**src/rtl/multicycle_control_if.sv**
```systemverilog
// Control bundle between the multi-cycle MIPS main FSM and its datapath.
// The controller owns the master side; the datapath owns the slave side.
interface multicycle_control_if;
  logic [5:0] Op;
  logic       MemReady;
  logic       PcWrite;
  logic       PcWriteCond;
  logic       IorD;
  logic       MemRead;
  logic       MemWrite;
  logic       IrWrite;
  logic       MemToReg;
  logic       RegDst;
  logic       RegWrite;
  logic       AluSrcA;
  logic [1:0] AluSrcB;
  logic [1:0] PcSource;
  logic       ExtZero;
  logic [2:0] UC;
  logic       Illegal;
  logic [3:0] State;

  modport master (
    input  Op, MemReady,
    output PcWrite, PcWriteCond, IorD, MemRead, MemWrite, IrWrite, MemToReg, RegDst,
           RegWrite, AluSrcA, AluSrcB, PcSource, ExtZero, UC, Illegal, State
  );

  modport slave (
    output Op, MemReady,
    input  PcWrite, PcWriteCond, IorD, MemRead, MemWrite, IrWrite, MemToReg, RegDst,
           RegWrite, AluSrcA, AluSrcB, PcSource, ExtZero, UC, Illegal, State
  );
endinterface

```
**src/rtl/multicycle_control.sv**
```systemverilog
// Main control FSM of the multi-cycle MIPS datapath. The state register is the only
// storage; every control output is decoded combinationally from state (plus Op and
// MemReady where a state needs them) and forced to zero while rst is high.
module multicycle_control #(
  parameter bit USE_MEM_READY = 1'b1
) (
  input logic                  clk,
  input logic                  rst,
  multicycle_control_if.master bus
);

  typedef enum logic [3:0] {
    StFetch    = 4'd0,
    StDecode   = 4'd1,
    StMemAddr  = 4'd2,
    StMemRead  = 4'd3,
    StMemWb    = 4'd4,
    StMemWrite = 4'd5,
    StRExec    = 4'd6,
    StRWb      = 4'd7,
    StIExec    = 4'd8,
    StIWb      = 4'd9,
    StBranch   = 4'd10,
    StJump     = 4'd11
  } state_e;

  localparam logic [5:0] OpRType = 6'b000000;
  localparam logic [5:0] OpLw    = 6'b100011;
  localparam logic [5:0] OpSw    = 6'b101011;
  localparam logic [5:0] OpBeq   = 6'b000100;
  localparam logic [5:0] OpJ     = 6'b000010;
  localparam logic [5:0] OpAddi  = 6'b001000;
  localparam logic [5:0] OpAndi  = 6'b001100;
  localparam logic [5:0] OpOri   = 6'b001101;
  localparam logic [5:0] OpSlti  = 6'b001010;

  state_e r_state;
  state_e w_state_next;
  logic   w_mem_ready;

  // Single-cycle memory builds tie the handshake high.
  assign w_mem_ready = USE_MEM_READY ? bus.MemReady : 1'b1;
  assign bus.State   = r_state;

  // State register; reset returns to FETCH immediately.
  always_ff @(posedge clk or posedge rst) begin
    if (rst) r_state <= StFetch;
    else     r_state <= w_state_next;
  end

  // Next-state sequencing.
  always_comb begin
    w_state_next = StFetch;
    case (r_state)
      StFetch:    w_state_next = w_mem_ready ? StDecode : StFetch;
      StDecode: begin
        case (bus.Op)
          OpRType:                        w_state_next = StRExec;
          OpLw, OpSw:                     w_state_next = StMemAddr;
          OpBeq:                          w_state_next = StBranch;
          OpJ:                            w_state_next = StJump;
          OpAddi, OpAndi, OpOri, OpSlti:  w_state_next = StIExec;
          default:                        w_state_next = StFetch;
        endcase
      end
      StMemAddr:  w_state_next = (bus.Op == OpLw) ? StMemRead : StMemWrite;
      StMemRead:  w_state_next = w_mem_ready ? StMemWb : StMemRead;
      StMemWb:    w_state_next = StFetch;
      StMemWrite: w_state_next = w_mem_ready ? StFetch : StMemWrite;
      StRExec:    w_state_next = StRWb;
      StRWb:      w_state_next = StFetch;
      StIExec:    w_state_next = StIWb;
      StIWb:      w_state_next = StFetch;
      StBranch:   w_state_next = StFetch;
      StJump:     w_state_next = StFetch;
      default:    w_state_next = StFetch;
    endcase
  end

  // Control output decode, all zero during reset and in unused codes.
  always_comb begin
    bus.PcWrite     = 1'b0;
    bus.PcWriteCond = 1'b0;
    bus.IorD        = 1'b0;
    bus.MemRead     = 1'b0;
    bus.MemWrite    = 1'b0;
    bus.IrWrite     = 1'b0;
    bus.MemToReg    = 1'b0;
    bus.RegDst      = 1'b0;
    bus.RegWrite    = 1'b0;
    bus.AluSrcA     = 1'b0;
    bus.AluSrcB     = 2'b00;
    bus.PcSource    = 2'b00;
    bus.ExtZero     = 1'b0;
    bus.UC          = 3'b000;
    bus.Illegal     = 1'b0;
    if (!rst) begin
      case (r_state)
        StFetch: begin
          bus.MemRead = 1'b1;
          bus.AluSrcB = 2'b01;
          // PC and IR only update in the cycle the fetch completes.
          bus.IrWrite = w_mem_ready;
          bus.PcWrite = w_mem_ready;
        end
        StDecode: begin
          bus.AluSrcB = 2'b11;
          case (bus.Op)
            OpRType, OpLw, OpSw, OpBeq, OpJ,
            OpAddi, OpAndi, OpOri, OpSlti: bus.Illegal = 1'b0;
            default:                       bus.Illegal = 1'b1;
          endcase
        end
        StMemAddr: begin
          bus.AluSrcA = 1'b1;
          bus.AluSrcB = 2'b10;
        end
        StMemRead: begin
          bus.MemRead = 1'b1;
          bus.IorD    = 1'b1;
        end
        StMemWb: begin
          bus.RegWrite = 1'b1;
          bus.MemToReg = 1'b1;
        end
        StMemWrite: begin
          bus.MemWrite = 1'b1;
          bus.IorD     = 1'b1;
        end
        StRExec: begin
          bus.AluSrcA = 1'b1;
          bus.UC      = 3'b111;
        end
        StRWb: begin
          bus.RegDst   = 1'b1;
          bus.RegWrite = 1'b1;
        end
        StIExec: begin
          bus.AluSrcA = 1'b1;
          bus.AluSrcB = 2'b10;
          case (bus.Op)
            OpAndi:  begin bus.UC = 3'b101; bus.ExtZero = 1'b1; end
            OpOri:   begin bus.UC = 3'b110; bus.ExtZero = 1'b1; end
            OpSlti:  bus.UC = 3'b010;
            default: bus.UC = 3'b000;
          endcase
        end
        StIWb: begin
          bus.RegWrite = 1'b1;
        end
        StBranch: begin
          bus.AluSrcA     = 1'b1;
          bus.UC          = 3'b001;
          bus.PcWriteCond = 1'b1;
          bus.PcSource    = 2'b01;
        end
        StJump: begin
          bus.PcWrite  = 1'b1;
          bus.PcSource = 2'b10;
        end
        default: ;
      endcase
    end
  end

endmodule

```
**src/flat_wrapper.sv**
```systemverilog
// flat-port wrapper written by rule: the top's interface ports become plain ports
module multicycle_control_flat 
#(
  parameter bit USE_MEM_READY = 1'b1
)
  (clk, rst, bus_Op, bus_MemReady, bus_PcWrite, bus_PcWriteCond, bus_IorD, bus_MemRead, bus_MemWrite, bus_IrWrite, bus_MemToReg, bus_RegDst, bus_RegWrite, bus_AluSrcA, bus_AluSrcB, bus_PcSource, bus_ExtZero, bus_UC, bus_Illegal, bus_State);
  multicycle_control_if bus_i ();
  input logic clk;
  input logic rst;
  input wire logic [$bits(bus_i.Op)-1:0] bus_Op;
  input wire logic [$bits(bus_i.MemReady)-1:0] bus_MemReady;
  output wire logic [$bits(bus_i.PcWrite)-1:0] bus_PcWrite;
  output wire logic [$bits(bus_i.PcWriteCond)-1:0] bus_PcWriteCond;
  output wire logic [$bits(bus_i.IorD)-1:0] bus_IorD;
  output wire logic [$bits(bus_i.MemRead)-1:0] bus_MemRead;
  output wire logic [$bits(bus_i.MemWrite)-1:0] bus_MemWrite;
  output wire logic [$bits(bus_i.IrWrite)-1:0] bus_IrWrite;
  output wire logic [$bits(bus_i.MemToReg)-1:0] bus_MemToReg;
  output wire logic [$bits(bus_i.RegDst)-1:0] bus_RegDst;
  output wire logic [$bits(bus_i.RegWrite)-1:0] bus_RegWrite;
  output wire logic [$bits(bus_i.AluSrcA)-1:0] bus_AluSrcA;
  output wire logic [$bits(bus_i.AluSrcB)-1:0] bus_AluSrcB;
  output wire logic [$bits(bus_i.PcSource)-1:0] bus_PcSource;
  output wire logic [$bits(bus_i.ExtZero)-1:0] bus_ExtZero;
  output wire logic [$bits(bus_i.UC)-1:0] bus_UC;
  output wire logic [$bits(bus_i.Illegal)-1:0] bus_Illegal;
  output wire logic [$bits(bus_i.State)-1:0] bus_State;
  assign bus_i.Op = bus_Op;
  assign bus_i.MemReady = bus_MemReady;
  assign bus_PcWrite = bus_i.PcWrite;
  assign bus_PcWriteCond = bus_i.PcWriteCond;
  assign bus_IorD = bus_i.IorD;
  assign bus_MemRead = bus_i.MemRead;
  assign bus_MemWrite = bus_i.MemWrite;
  assign bus_IrWrite = bus_i.IrWrite;
  assign bus_MemToReg = bus_i.MemToReg;
  assign bus_RegDst = bus_i.RegDst;
  assign bus_RegWrite = bus_i.RegWrite;
  assign bus_AluSrcA = bus_i.AluSrcA;
  assign bus_AluSrcB = bus_i.AluSrcB;
  assign bus_PcSource = bus_i.PcSource;
  assign bus_ExtZero = bus_i.ExtZero;
  assign bus_UC = bus_i.UC;
  assign bus_Illegal = bus_i.Illegal;
  assign bus_State = bus_i.State;
  multicycle_control #(.USE_MEM_READY(USE_MEM_READY)) u_core (.clk(clk), .rst(rst), .bus(bus_i));
endmodule
```
**config.mk**
```make
export PLATFORM = sky130hd
export DESIGN_NAME = multicycle_control_flat
export DESIGN_NICKNAME = d
export VERILOG_FILES = /design/src/rtl/multicycle_control_if.sv /design/src/rtl/multicycle_control.sv /design/src/flat_wrapper.sv
export SDC_FILE = /design/constraint.sdc
export NUM_CORES = 1
export LEC_CHECK = 0
export BUFFER_PORTS_ARGS = -buffer_cell sky130_fd_sc_hd__buf_2
export CORE_MARGIN = 3
export CORE_UTILIZATION = 45
export DETAILED_ROUTE_END_ITERATION = 8
export GPL_TIMING_DRIVEN = 0
export PLACE_DENSITY = 0.85
export SETUP_SLACK_MARGIN = 0.5
export SLEW_MARGIN = 20
export SYNTH_ARGS = -nofsm -noshare
export SYNTH_HDL_FRONTEND = slang
export SYNTH_SLANG_ARGS = --single-unit
```
**constraint.sdc**
```tcl
create_clock -name clk -period 2 [get_ports clk]
set_input_delay 0.4 -clock clk [delete_from_list [all_inputs] [get_ports clk]]
set_output_delay 0.4 -clock clk [all_outputs]
set_load 0.005 [all_outputs]
```
==> results <==
- Compared with the post-synthesis result, the final layout area differs by 83.9%.
- The max-slew violation total from the final report came to 0.
- At the worst endpoint, the required time is 1600 ps.
- Yosys printed 0 warnings.
- The final number of hold-violating endpoints is 0.
- Detailed placement ended at an HPWL of 1.60 mm.
- In the synthesized netlist the dominant register cell turns out to be sky130_fd_sc_hd__dfrtp_1.
- The number of clock sinks is 4.
- For this design, the CTS-stage hold fixing added 0 buffers.
- Before antenna repair, the detailed router went through 5 iterations.
- Synthesis instantiated 42 different standard cells from the library.
- The filler cells instantiated in the layout total 43.
- Routability-driven placement finished with a final weighted congestion of 0.849.
- The end of the worst register-to-register path is u_core.bus.State[2]$_DFF_PP0_.
- In this run the deepest clock path goes through 2 buffers.
- Using the TritonRoute via totals, the vias-per-cell ratio works out to 6.89.
- The worst reg2reg path depth is 4.
- The top-level port count is 32.
- In this run the standard cell core region covers 0.00140 mm2.
- The count of flip-flops with a built-in enable after synthesis is 0.
- The class of the worst hold path is input port to async pin.
- The element type at the critical path end is an output pin.
- The signal on the critical path passes through buf_4, nand2b_4, or3_4, and4b_1, buf_2.
- The ratio of cells with drive above 1 in the final layout is 58.5%.
- The run finished with clean final reports.
- VDD sags by at most 0.000677 V.
- Summed over all failing endpoints, the final setup total negative slack is 0 ps.
- The critical path class is flip-flop to output pin.
- Summing the sequential cell areas from Yosys gives 13.9% of the chip area.
- Dividing total power by cell area gives a power density of 694 mW/mm2.
- The maximum achievable frequency is 502 MHz.
- The post-place instance area is 953 um2.
- The global-route wire length before repair is 4.42 mm.
- Setup violations remaining at the end of the flow were counted as 0.
- Measured along the x axis, the die boundary spans 46.1 um.
- Dividing the detail-routed wire length by the instance count gives 23.0 um.
- The mean post-synth cell area is 7.15 um2.
- The total clock buffers created by CTS is 3.
- The first routing iteration left 110 violations.
- The worst setup path is launched from a flip-flop.
- The worst register-to-register path begins at u_core.bus.State[0]$_DFF_PP0_.
- The routed design has 4.00 mm of wire.
- The post-route clock period utilization is 99.6%.
- Clock-pin slew was measured on the worst setup and hold paths at 40 ps.
- The register with the most flip-flops in the layout has 4 of them.
- The total overflow left after global routing is 0.
- The summed instance area of the synthesized netlist is 722 um2.
- The number of global-route vias before repair was 978.
- The post-synthesis instance total is 101.
- In the routed design, unresolved DRC markers number 0.
- For the finished layout, the period the worst path requires is 1990 ps.
- The vias after detailed routing is 1198.
- For this design, the slowest cell found on the critical path is sky130_fd_sc_hd__dfrtp_2.
- From bottom edge to top edge, the die measures 46.1 um.
- The initial antenna violation count is 0.
- Max-cap violations in this run came to 0.
- Following the worst setup path forward leads to its endpoint at bus_Illegal.
- The worst-path maximum fanout is 6.
- The worst register-to-register path has a setup slack of 430 ps.
- Setup slack on the critical path of the routed design comes to 7.69 ps.
- The clock root buffer master is sky130_fd_sc_hd__clkbuf_4.
- Once the floorplan was initialized, standard cells occupied 51.6% of the core.
- The net count after synthesis is 110.
- The row count is 13.
- Summed over all cells, the static leakage comes to 0.630 nW.
- Global routing used 28.6% of the available tracks across all layers.
- The flop and latch count out of synthesis is 4.
- TritonCTS built the clock tree.
- Once detail routing completed, the nets flagged for antenna violations numbered 0.
- The worst-skew pair later-pin latency is 230 ps.
- The worst slew slack as a fraction of its limit is 70.8%.
- Of all flip-flops after synthesis, the portion carrying an async set or reset was 100%.
- The repair_antennas step left the layout with diodes totalling 0.
- The level count of the clock H-tree is 1.
- At the pin with the least slew margin, the transition time is 434 ps.
- The most critical setup path has its startpoint at u_core.bus.State[0]$_DFF_PP0_.
- The delay contributed by the slowest stage of the critical path is 420 ps.
- The full die area is 0.00212 mm2.
- OpenSTA, run right after detailed placement, puts the worst setup slack at 157 ps.
- The finished cells cover 0.00133 mm2.
- The arrival time at the worst endpoint is 1590 ps.
- The number of I/O port buffers is 30.
- Clock skew on the completed layout was measured at 7.52 ps.
- The power after layout is 0.000921 W.
- The net total in the final layout is 169.
- Setup repair after global routing could not meet its margin everywhere.
- The core occupancy in the finished layout is 94.9%.
- The largest net degree at the start of global routing is 11.
[final cells by class]
| class | instances | area (um2) | area share (%) |
|---|---|---|---|
| Multi-Input combinational cell | 83 | 691 | 52.0 |
| Inverter | 2 | 7.51 | 0.566 |
| Buffer | 12 | 125 | 9.43 |
| Timing Repair Buffer | 54 | 355 | 26.8 |
| Clock buffer | 4 | 26.3 | 1.98 |
| Sequential cell | 4 | 104 | 7.82 |
| Tap cell | 15 | 18.8 | 1.41 |
[worst max-delay path: cells and delay by family (launching register included)]
kind	cells	cell delay (ps)
simple gates	3	680
buf+inv	2	250
flops	1	420
[cell usage in the layout (no fill, tap or decap), types with 4 or more instances in the layout]
cell type and n:
sky130_fd_sc_hd__nor2_1 9, sky130_fd_sc_hd__o21ai_1 4, sky130_fd_sc_hd__buf_2 33, sky130_fd_sc_hd__clkbuf_4 4
sky130_fd_sc_hd__buf_6 7, sky130_fd_sc_hd__buf_4 19, sky130_fd_sc_hd__nor2b_1 5
[what timing repair did]
item | CTS | global route
resized for setup | 25 | 17
gates cloned | 2 | 0
endpoints found under the setup margin | 19 | 22
setup buffers | 16 | 6
pin swaps | 11 | 5
[cell families after synthesis]
logic type / count (synthesis) / share of synthesized area (%)
flops: 4 / 13.9
buf+inv: 14 / 9.88
simple gates: 57 / 46.4
compound gates: 24 / 27.4
xor+xnor: 2 / 2.43
[synthesized netlist by cell type (all sizes together) (3+ instances only)]
cell type	n	area (um2)
a2111oi	3	32.5
buf	11	60.1
or3	3	18.8
and4b	3	30.0
nand2	5	18.8
nor2b	5	31.3
nor3b	3	22.5
dfrtp	4	100
nor2	14	52.6
nand2b	5	31.3
o21ai	5	25.0
nor4	4	25.0
[routing by layer]
| layer | track usage [%] | up-vias | wire (um) |
|---|---|---|---|
| li1 | - | 500 | - |
| met1 | 34.7 | 537 | 1360 |
| met2 | 51.1 | 131 | 1840 |
| met3 | 3.91 | 30 | 528 |
| met4 | 9.09 | 0 | 276 |
| met5 | 0 | - | 0 |
[how the worst min path moves through the flow]
stage / from / endpoint
after detailed placement: rst / u_core.bus.State[3]$_DFF_PP0_
after global routing: rst / u_core.bus.State[0]$_DFF_PP0_
after global placement: rst / u_core.bus.State[3]$_DFF_PP0_
after CTS: rst / u_core.bus.State[3]$_DFF_PP0_
final: rst / u_core.bus.State[3]$_DFF_PP0_
after floorplan: rst / u_core.bus.State[1]$_DFF_PP0_
[where the power goes]
part / total [W] / internal [W] / switching (W)
clock: 0.000106 / 0.0000747 / 0.0000313
combinational: 0.000691 / 0.000357 / 0.000334
sequential: 0.000125 / 0.0000985 / 0.0000261
total: 0.000921 / 0.000530 / 0.000391
[per-stage QoR]
stage / std cells / hold slack [ps]
6_report: 174 / 129
3_3_place_gp: 146 / 344
2_1_floorplan: 101 / 306
4_1_cts: 168 / 107
3_5_place_dp: 146 / 352
5_1_grt: 174 / 123
(Power assumes the default switching activity.)
